<file path="config.mk">
export PLATFORM = sky130hd
export DESIGN_NAME = rand_range_sampler_flat
export DESIGN_NICKNAME = d
export VERILOG_FILES = /design/src/rtl/rand_range_sampler_if.sv /design/src/rtl/rand_range_sampler.sv /design/src/flat_wrapper.sv
export SDC_FILE = /design/constraint.sdc
export NUM_CORES = 1
export LEC_CHECK = 0
export ABC_AREA = 1
export ABC_CLOCK_PERIOD_IN_PS = 3000
export BUFFER_PORTS_ARGS = -buffer_cell sky130_fd_sc_hd__buf_2
export CORE_ASPECT_RATIO = 2
export CORE_MARGIN = 2
export CORE_UTILIZATION = 50
export CTS_CLUSTER_DIAMETER = 60
export CTS_CLUSTER_SIZE = 28
export DETAILED_ROUTE_END_ITERATION = 8
export GPL_TIMING_DRIVEN = 1
export MAX_ROUTING_LAYER = met4
export PLACE_DENSITY = 0.68
export SLEW_MARGIN = 20
export SYNTH_ARGS = -nofsm -noshare
export SYNTH_HDL_FRONTEND = slang
export SYNTH_SLANG_ARGS = --single-unit
</file>
<file path="constraint.sdc">
create_clock -name clk -period 3 [get_ports clk]
set_input_delay 0.15 -clock clk [delete_from_list [all_inputs] [get_ports clk]]
set_output_delay 0.15 -clock clk [all_outputs]
set_load 0.03 [all_outputs]
</file>
<file path="src/rtl/rand_range_sampler_if.sv">
// Output stream of rand_range_sampler: head-of-FIFO sample with valid/ready.
// master = sampler side, slave = consumer side.
interface rand_range_sampler_if;
    logic [31:0] out_data;
    logic        out_valid;
    logic        out_ready;

    modport master (output out_data, output out_valid, input  out_ready);
    modport slave  (input  out_data, input  out_valid, output out_ready);
endinterface

</file>
<file path="src/rtl/rand_range_sampler.sv">
// Reduces raw 32-bit LFSR words to uniform samples in [0, limit) by mask-and-reject,
// buffering accepted samples in a DEPTH-entry FIFO. Define SAMPLER_STATS_EN for the reject/drop counters.
module rand_range_sampler #(
    parameter int DEPTH = 4
) (
    input  logic                 clk,
    input  logic                 reset_n,
    input  logic [31:0]          rnd_in,
    input  logic                 rnd_valid,
    input  logic [31:0]          limit,
    input  logic                 limit_load,
    rand_range_sampler_if.master out_if,
    output logic [15:0]          reject_cnt,
    output logic [15:0]          drop_cnt
);
    localparam int AW = $clog2(DEPTH);
    localparam logic [AW:0] PTR_ONE = 1;

    typedef enum logic [1:0] {IDLE, CALC, RUN} state_e;

    state_e      state_q, state_d;
    logic [31:0] limit_q, limit_d;
    logic [31:0] mask_q, mask_d;
    logic [AW:0] wr_ptr_q, wr_ptr_d;
    logic [AW:0] rd_ptr_q, rd_ptr_d;
    logic [31:0] mem_q [DEPTH];
    logic [31:0] mem_d [DEPTH];

    logic        empty, full, pop;
    logic [31:0] cand;
    logic        in_range;

    // Smearing limit-1 rightwards yields the smallest 2^k-1 covering it;
    // limit = 0 wraps to all-ones, which is exactly the full-range mask.
    function automatic logic [31:0] smear(input logic [31:0] v);
        logic [31:0] r;
        r = v;
        r = r | (r >> 1);
        r = r | (r >> 2);
        r = r | (r >> 4);
        r = r | (r >> 8);
        r = r | (r >> 16);
        return r;
    endfunction

    assign empty    = (wr_ptr_q == rd_ptr_q);
    assign full     = (wr_ptr_q[AW] != rd_ptr_q[AW]) && (wr_ptr_q[AW-1:0] == rd_ptr_q[AW-1:0]);
    assign out_if.out_valid = !empty && (state_q != CALC);
    assign out_if.out_data  = mem_q[rd_ptr_q[AW-1:0]];
    assign pop      = out_if.out_valid && out_if.out_ready;
    assign cand     = rnd_in & mask_q;
    assign in_range = (limit_q == 32'd0) || (cand < limit_q);

`ifdef SAMPLER_STATS_EN
    logic [15:0] reject_cnt_q, reject_cnt_d;
    logic [15:0] drop_cnt_q, drop_cnt_d;
    assign reject_cnt = reject_cnt_q;
    assign drop_cnt   = drop_cnt_q;
`else
    assign reject_cnt = 16'd0;
    assign drop_cnt   = 16'd0;
`endif

    always_comb begin
        state_d  = state_q;
        limit_d  = limit_q;
        mask_d   = mask_q;
        wr_ptr_d = wr_ptr_q;
        rd_ptr_d = rd_ptr_q;
        mem_d    = mem_q;
`ifdef SAMPLER_STATS_EN
        reject_cnt_d = reject_cnt_q;
        drop_cnt_d   = drop_cnt_q;
`endif
        if (limit_load) begin
            // Flushing here already keeps out_valid low for the whole CALC cycle.
            limit_d  = limit;
            state_d  = CALC;
            wr_ptr_d = '0;
            rd_ptr_d = '0;
        end else begin
            case (state_q)
                IDLE: ;
                CALC: begin
                    mask_d   = smear(limit_q - 32'd1);
                    wr_ptr_d = '0;
                    rd_ptr_d = '0;
                    state_d  = RUN;
                end
                RUN: begin
                    if (pop) rd_ptr_d = rd_ptr_q + PTR_ONE;
                    if (rnd_valid) begin
                        if (!in_range) begin
`ifdef SAMPLER_STATS_EN
                            if (reject_cnt_q != 16'hFFFF) reject_cnt_d = reject_cnt_q + 16'd1;
`endif
                        end else if (full && !pop) begin
`ifdef SAMPLER_STATS_EN
                            if (drop_cnt_q != 16'hFFFF) drop_cnt_d = drop_cnt_q + 16'd1;
`endif
                        end else begin
                            mem_d[wr_ptr_q[AW-1:0]] = cand;
                            wr_ptr_d = wr_ptr_q + PTR_ONE;
                        end
                    end
                end
                default: state_d = IDLE;
            endcase
        end
    end

    always_ff @(posedge clk or negedge reset_n) begin
        if (!reset_n) begin
            state_q  <= IDLE;
            limit_q  <= '0;
            mask_q   <= '0;
            wr_ptr_q <= '0;
            rd_ptr_q <= '0;
            for (int i = 0; i < DEPTH; i++) mem_q[i] <= '0;
`ifdef SAMPLER_STATS_EN
            reject_cnt_q <= '0;
            drop_cnt_q   <= '0;
`endif
        end else begin
            state_q  <= state_d;
            limit_q  <= limit_d;
            mask_q   <= mask_d;
            wr_ptr_q <= wr_ptr_d;
            rd_ptr_q <= rd_ptr_d;
            mem_q    <= mem_d;
`ifdef SAMPLER_STATS_EN
            reject_cnt_q <= reject_cnt_d;
            drop_cnt_q   <= drop_cnt_d;
`endif
        end
    end
endmodule

</file>
<file path="src/flat_wrapper.sv">
// flat-port wrapper written by rule: the top's interface ports become plain ports
module rand_range_sampler_flat 
#(
    parameter int DEPTH = 4
)
  (clk, reset_n, rnd_in, rnd_valid, limit, limit_load, reject_cnt, drop_cnt, out_if_out_data, out_if_out_valid, out_if_out_ready);
  rand_range_sampler_if out_if_i ();
  input  logic clk;
  input  logic reset_n;
  input  logic [31:0] rnd_in;
  input  logic rnd_valid;
  input  logic [31:0] limit;
  input  logic limit_load;
  output logic [15:0] reject_cnt;
  output logic [15:0] drop_cnt;
  output wire logic [$bits(out_if_i.out_data)-1:0] out_if_out_data;
  output wire logic [$bits(out_if_i.out_valid)-1:0] out_if_out_valid;
  input wire logic [$bits(out_if_i.out_ready)-1:0] out_if_out_ready;
  assign out_if_out_data = out_if_i.out_data;
  assign out_if_out_valid = out_if_i.out_valid;
  assign out_if_i.out_ready = out_if_out_ready;
  rand_range_sampler #(.DEPTH(DEPTH)) u_core (.clk(clk), .reset_n(reset_n), .rnd_in(rnd_in), .rnd_valid(rnd_valid), .limit(limit), .limit_load(limit_load), .out_if(out_if_i), .reject_cnt(reject_cnt), .drop_cnt(drop_cnt));
endmodule
</file>
==> impl_metrics.toml <==
[drt]
drc_errors = 0
routed_wl_um = 32090
wire_per_inst_um = 17.10
vias = 10008
postRouteAntennaNets = 0
viasPerCell = 5.332
first_pass_iters = 6
drt_iter0_markers = 953

[global_routing]
grt_pass1_wl_um = 51300
antenna_found_initial = 0
grt_pass1_vias = 9882
grtUsageTotal_pct = 27.62
grt_max_degree = 101
grt-ovfl-total = 0

[clocking]
ctsLongestPathBuffers = 2
cts_tree = "done"
cts_buffers = 17
ctsRootBufferMaster = "clkbuf_16"
htreeDepth = 4
clock-sinks = 200
insertion_delay_ns = 0.46
post_cts_buffers = 0
clkTransAtPathRegs_ns = 0.08

[setup_path]
crit_end = "out_if_out_data[27]"
crit_type = "reg -> out"
r2r_setup_slack_ns = 0.24
timing.rr.end = "u_core.mask_q[6]"
startpoint_type = "flip-flop"
cp-startpoint = "u_core.rd_ptr_q[0]"
critical_path_required_ns = 2.85
rr_startpoint = "u_core.limit_q[1]"
critPathArrivalTime_ns = 2.65
cp-end-kind = "output pin"
reg2reg_depth = 12
critPathMaxFanout = 38

[cells_and_area]
diodes = 0
drive_gt1_share_pct = 16.62
seqCellArea_sq_um = 5006
multiInputGateArea_sq_um = 5684
nFillCells = 2137
final_cells = 1877
nNetsFinal = 1689
layout_common_cells = "411 x nand2_1, 199 x dfrtp_1, 167 x nor2_1"
final_common_cell = "nand2_1"
synthToLayoutAreaGrowth_pct = 12.53

[logic_synthesis]
synth_area_leaders = "dfrtp_1 43%, nand2_1 13%, nor2_1 5.4%"
synthDistinctLibCells = 40
syn_area_per_cell_sq_um = 7.936
yosys_warnings = 0
ys_seq_area_share_pct = 42.99
ys_seq_elements = 200
yosysTopAreaCell = "dfrtp_1"
syn_inst = 1467
yosysTopAreaCellShare_pct = 42.99
syn_area_sq_um = 11640

[power_and_ir_drop]
p_leak_uw = 0.006610
total_power_uw = 7119
vdd_drop_max_mv = 0.4686
power.density_nw_per_um2 = 543.4

[sta]
setup_viol = 0
rsz0062_at_grt = "no"
max-slew-margin-rel_pct = 31.98
min_period_over_period_pct = 93.26
period_minus_slack_ns = 2.798
drv_slew = 0
final.setup.tns_ns = 0
tightest_slew_ns = 1.019
finalHoldViolations = 0
max_freq_ghz = 0.3574
final.setup_skew_ns = 0.007550

[place]
gp_congestion = 0.9840
dp_cells = 1812
io_buffer_count = 101
place_hpwl_um = 23680

[floorplan]
initial_utilization_pct = 50.55
ioPinCount = 134
rows = 79
fp.dieH_um = 219.8
fp.coreArea_sq_um = 23030
die_w_um = 111.9
die-area_sq_um = 24600

[flow_run]
maxCapViolations = 0

[outcome]
status = "completed"

[hold_path]
hp-class = "in -> reg"
-- kinds of logic (layout without fill, tap and decap cells) --
| family | after synthesis | in the layout | share of synthesized area, % |
|---|---|---|---|
| AOI/OAI and AO/OA | 299 | 299 | 15.00 |
| and+or+nand+nor | 698 | 698 | 26.36 |
| DFF | 200 | 200 | 42.99 |
| buffers and inverters | 205 | 301 | 9.189 |
| xor gates and xnor gates | 25 | 25 | 2.235 |
| adders and majority gates | 39 | 39 | 4.191 |
| other | 1 | 32 | 0.03221 |
-- where the power goes --
group | switching, uW | internal, uW | leakage, uW
Sequential | 164 | 2940 | 0.00263
Clock | 1090 | 1180 | 0.000269
Combinational | 1210 | 545 | 0.00371
-- routing by layer --
metal / global-route usage (%) / share of wire [%] / vias up
li1: - / - / 4927
met3: 3.878 / 4.0 / 73
met4: 13.70 / 4.3 / 0
met1: 33.35 / 42 / 4699
met2: 45.43 / 50 / 309
met5: - / 0 / -
-- registers in the layout (all words and copies together) (netlist names) --
signal / count
u_core.mem_q: 128
u_core.limit_q: 32
u_core.state_q: 2
u_core.mask_q: 32
u_core.wr_ptr_q: 3
u_core.rd_ptr_q: 3
-- final cells by class --
class	instances	area share, %
clock buffer	20	3.409
clock inverter	12	0.8977
inverter	115	3.295
multi-input combinational	1093	43.39
sequential	200	38.21
tap	283	2.703
timing repair buffer	154	8.099
-- worst max-delay path, cell delays in order, from the launching register on --
cell and delay (ns):
dfrtp_2 0.38, clkinv_1 0.69, buf_12 0.46, o21ai_0 0.26
o22ai_1 0.17, buf_2 0.21
-- repair_timing --
item	in CTS	in global routing
endpoints found under the hold margin	129	0
gates resized for setup	0	1
hold buffers	33	0
endpoints found under the setup margin	0	4
-- stage by stage --
step	util, %	hold slack [ns]	cell area (sq um)	setup WS (ns)
floorplan	-	-0.1456	11760	0.8634
global placement	52.99	0.2982	12200	0.3289
detailed placement	52.99	0.3067	12200	0.2632
CTS	56.87	0.06051	13100	0.2177
global route	56.89	0.08287	13100	0.06835
finish	56.89	0.07432	13100	0.2023
-- cells in the mapped netlist (all sizes together) --
master and number:
nor2 195, nand3 40, inv 115, nand2 428, nor4 2, dfrtp 200, o31ai 1, ha 39
o22ai 32, clkbuf 34, or2 1, nor3b 1, xnor2 2, a21oi 15, o211ai 1, buf 56
o21a 2, xor2 23, nor3 5, nand3b 6, o21ai 246, o21bai 1, a31oi 1, nand4 19
and3 1, conb 1
-- worst min-delay path by stage --
stage / from / endpoint / slack [ns] / cells past startpoint
finish: rnd_in[24] / u_core.mem_q[56] / 0.07 / 3
CTS: rnd_in[4] / u_core.mem_q[68] / 0.06 / 3
detailed placement: reset_n / u_core.mem_q[104] / 0.31 / 1
floorplan: reset_n / u_core.limit_q[0] / -0.15 / 0
global route: rnd_in[31] / u_core.mem_q[31] / 0.08 / 3
global placement: reset_n / u_core.mem_q[104] / 0.30 / 1
Power figures use the tool's default switching activity.
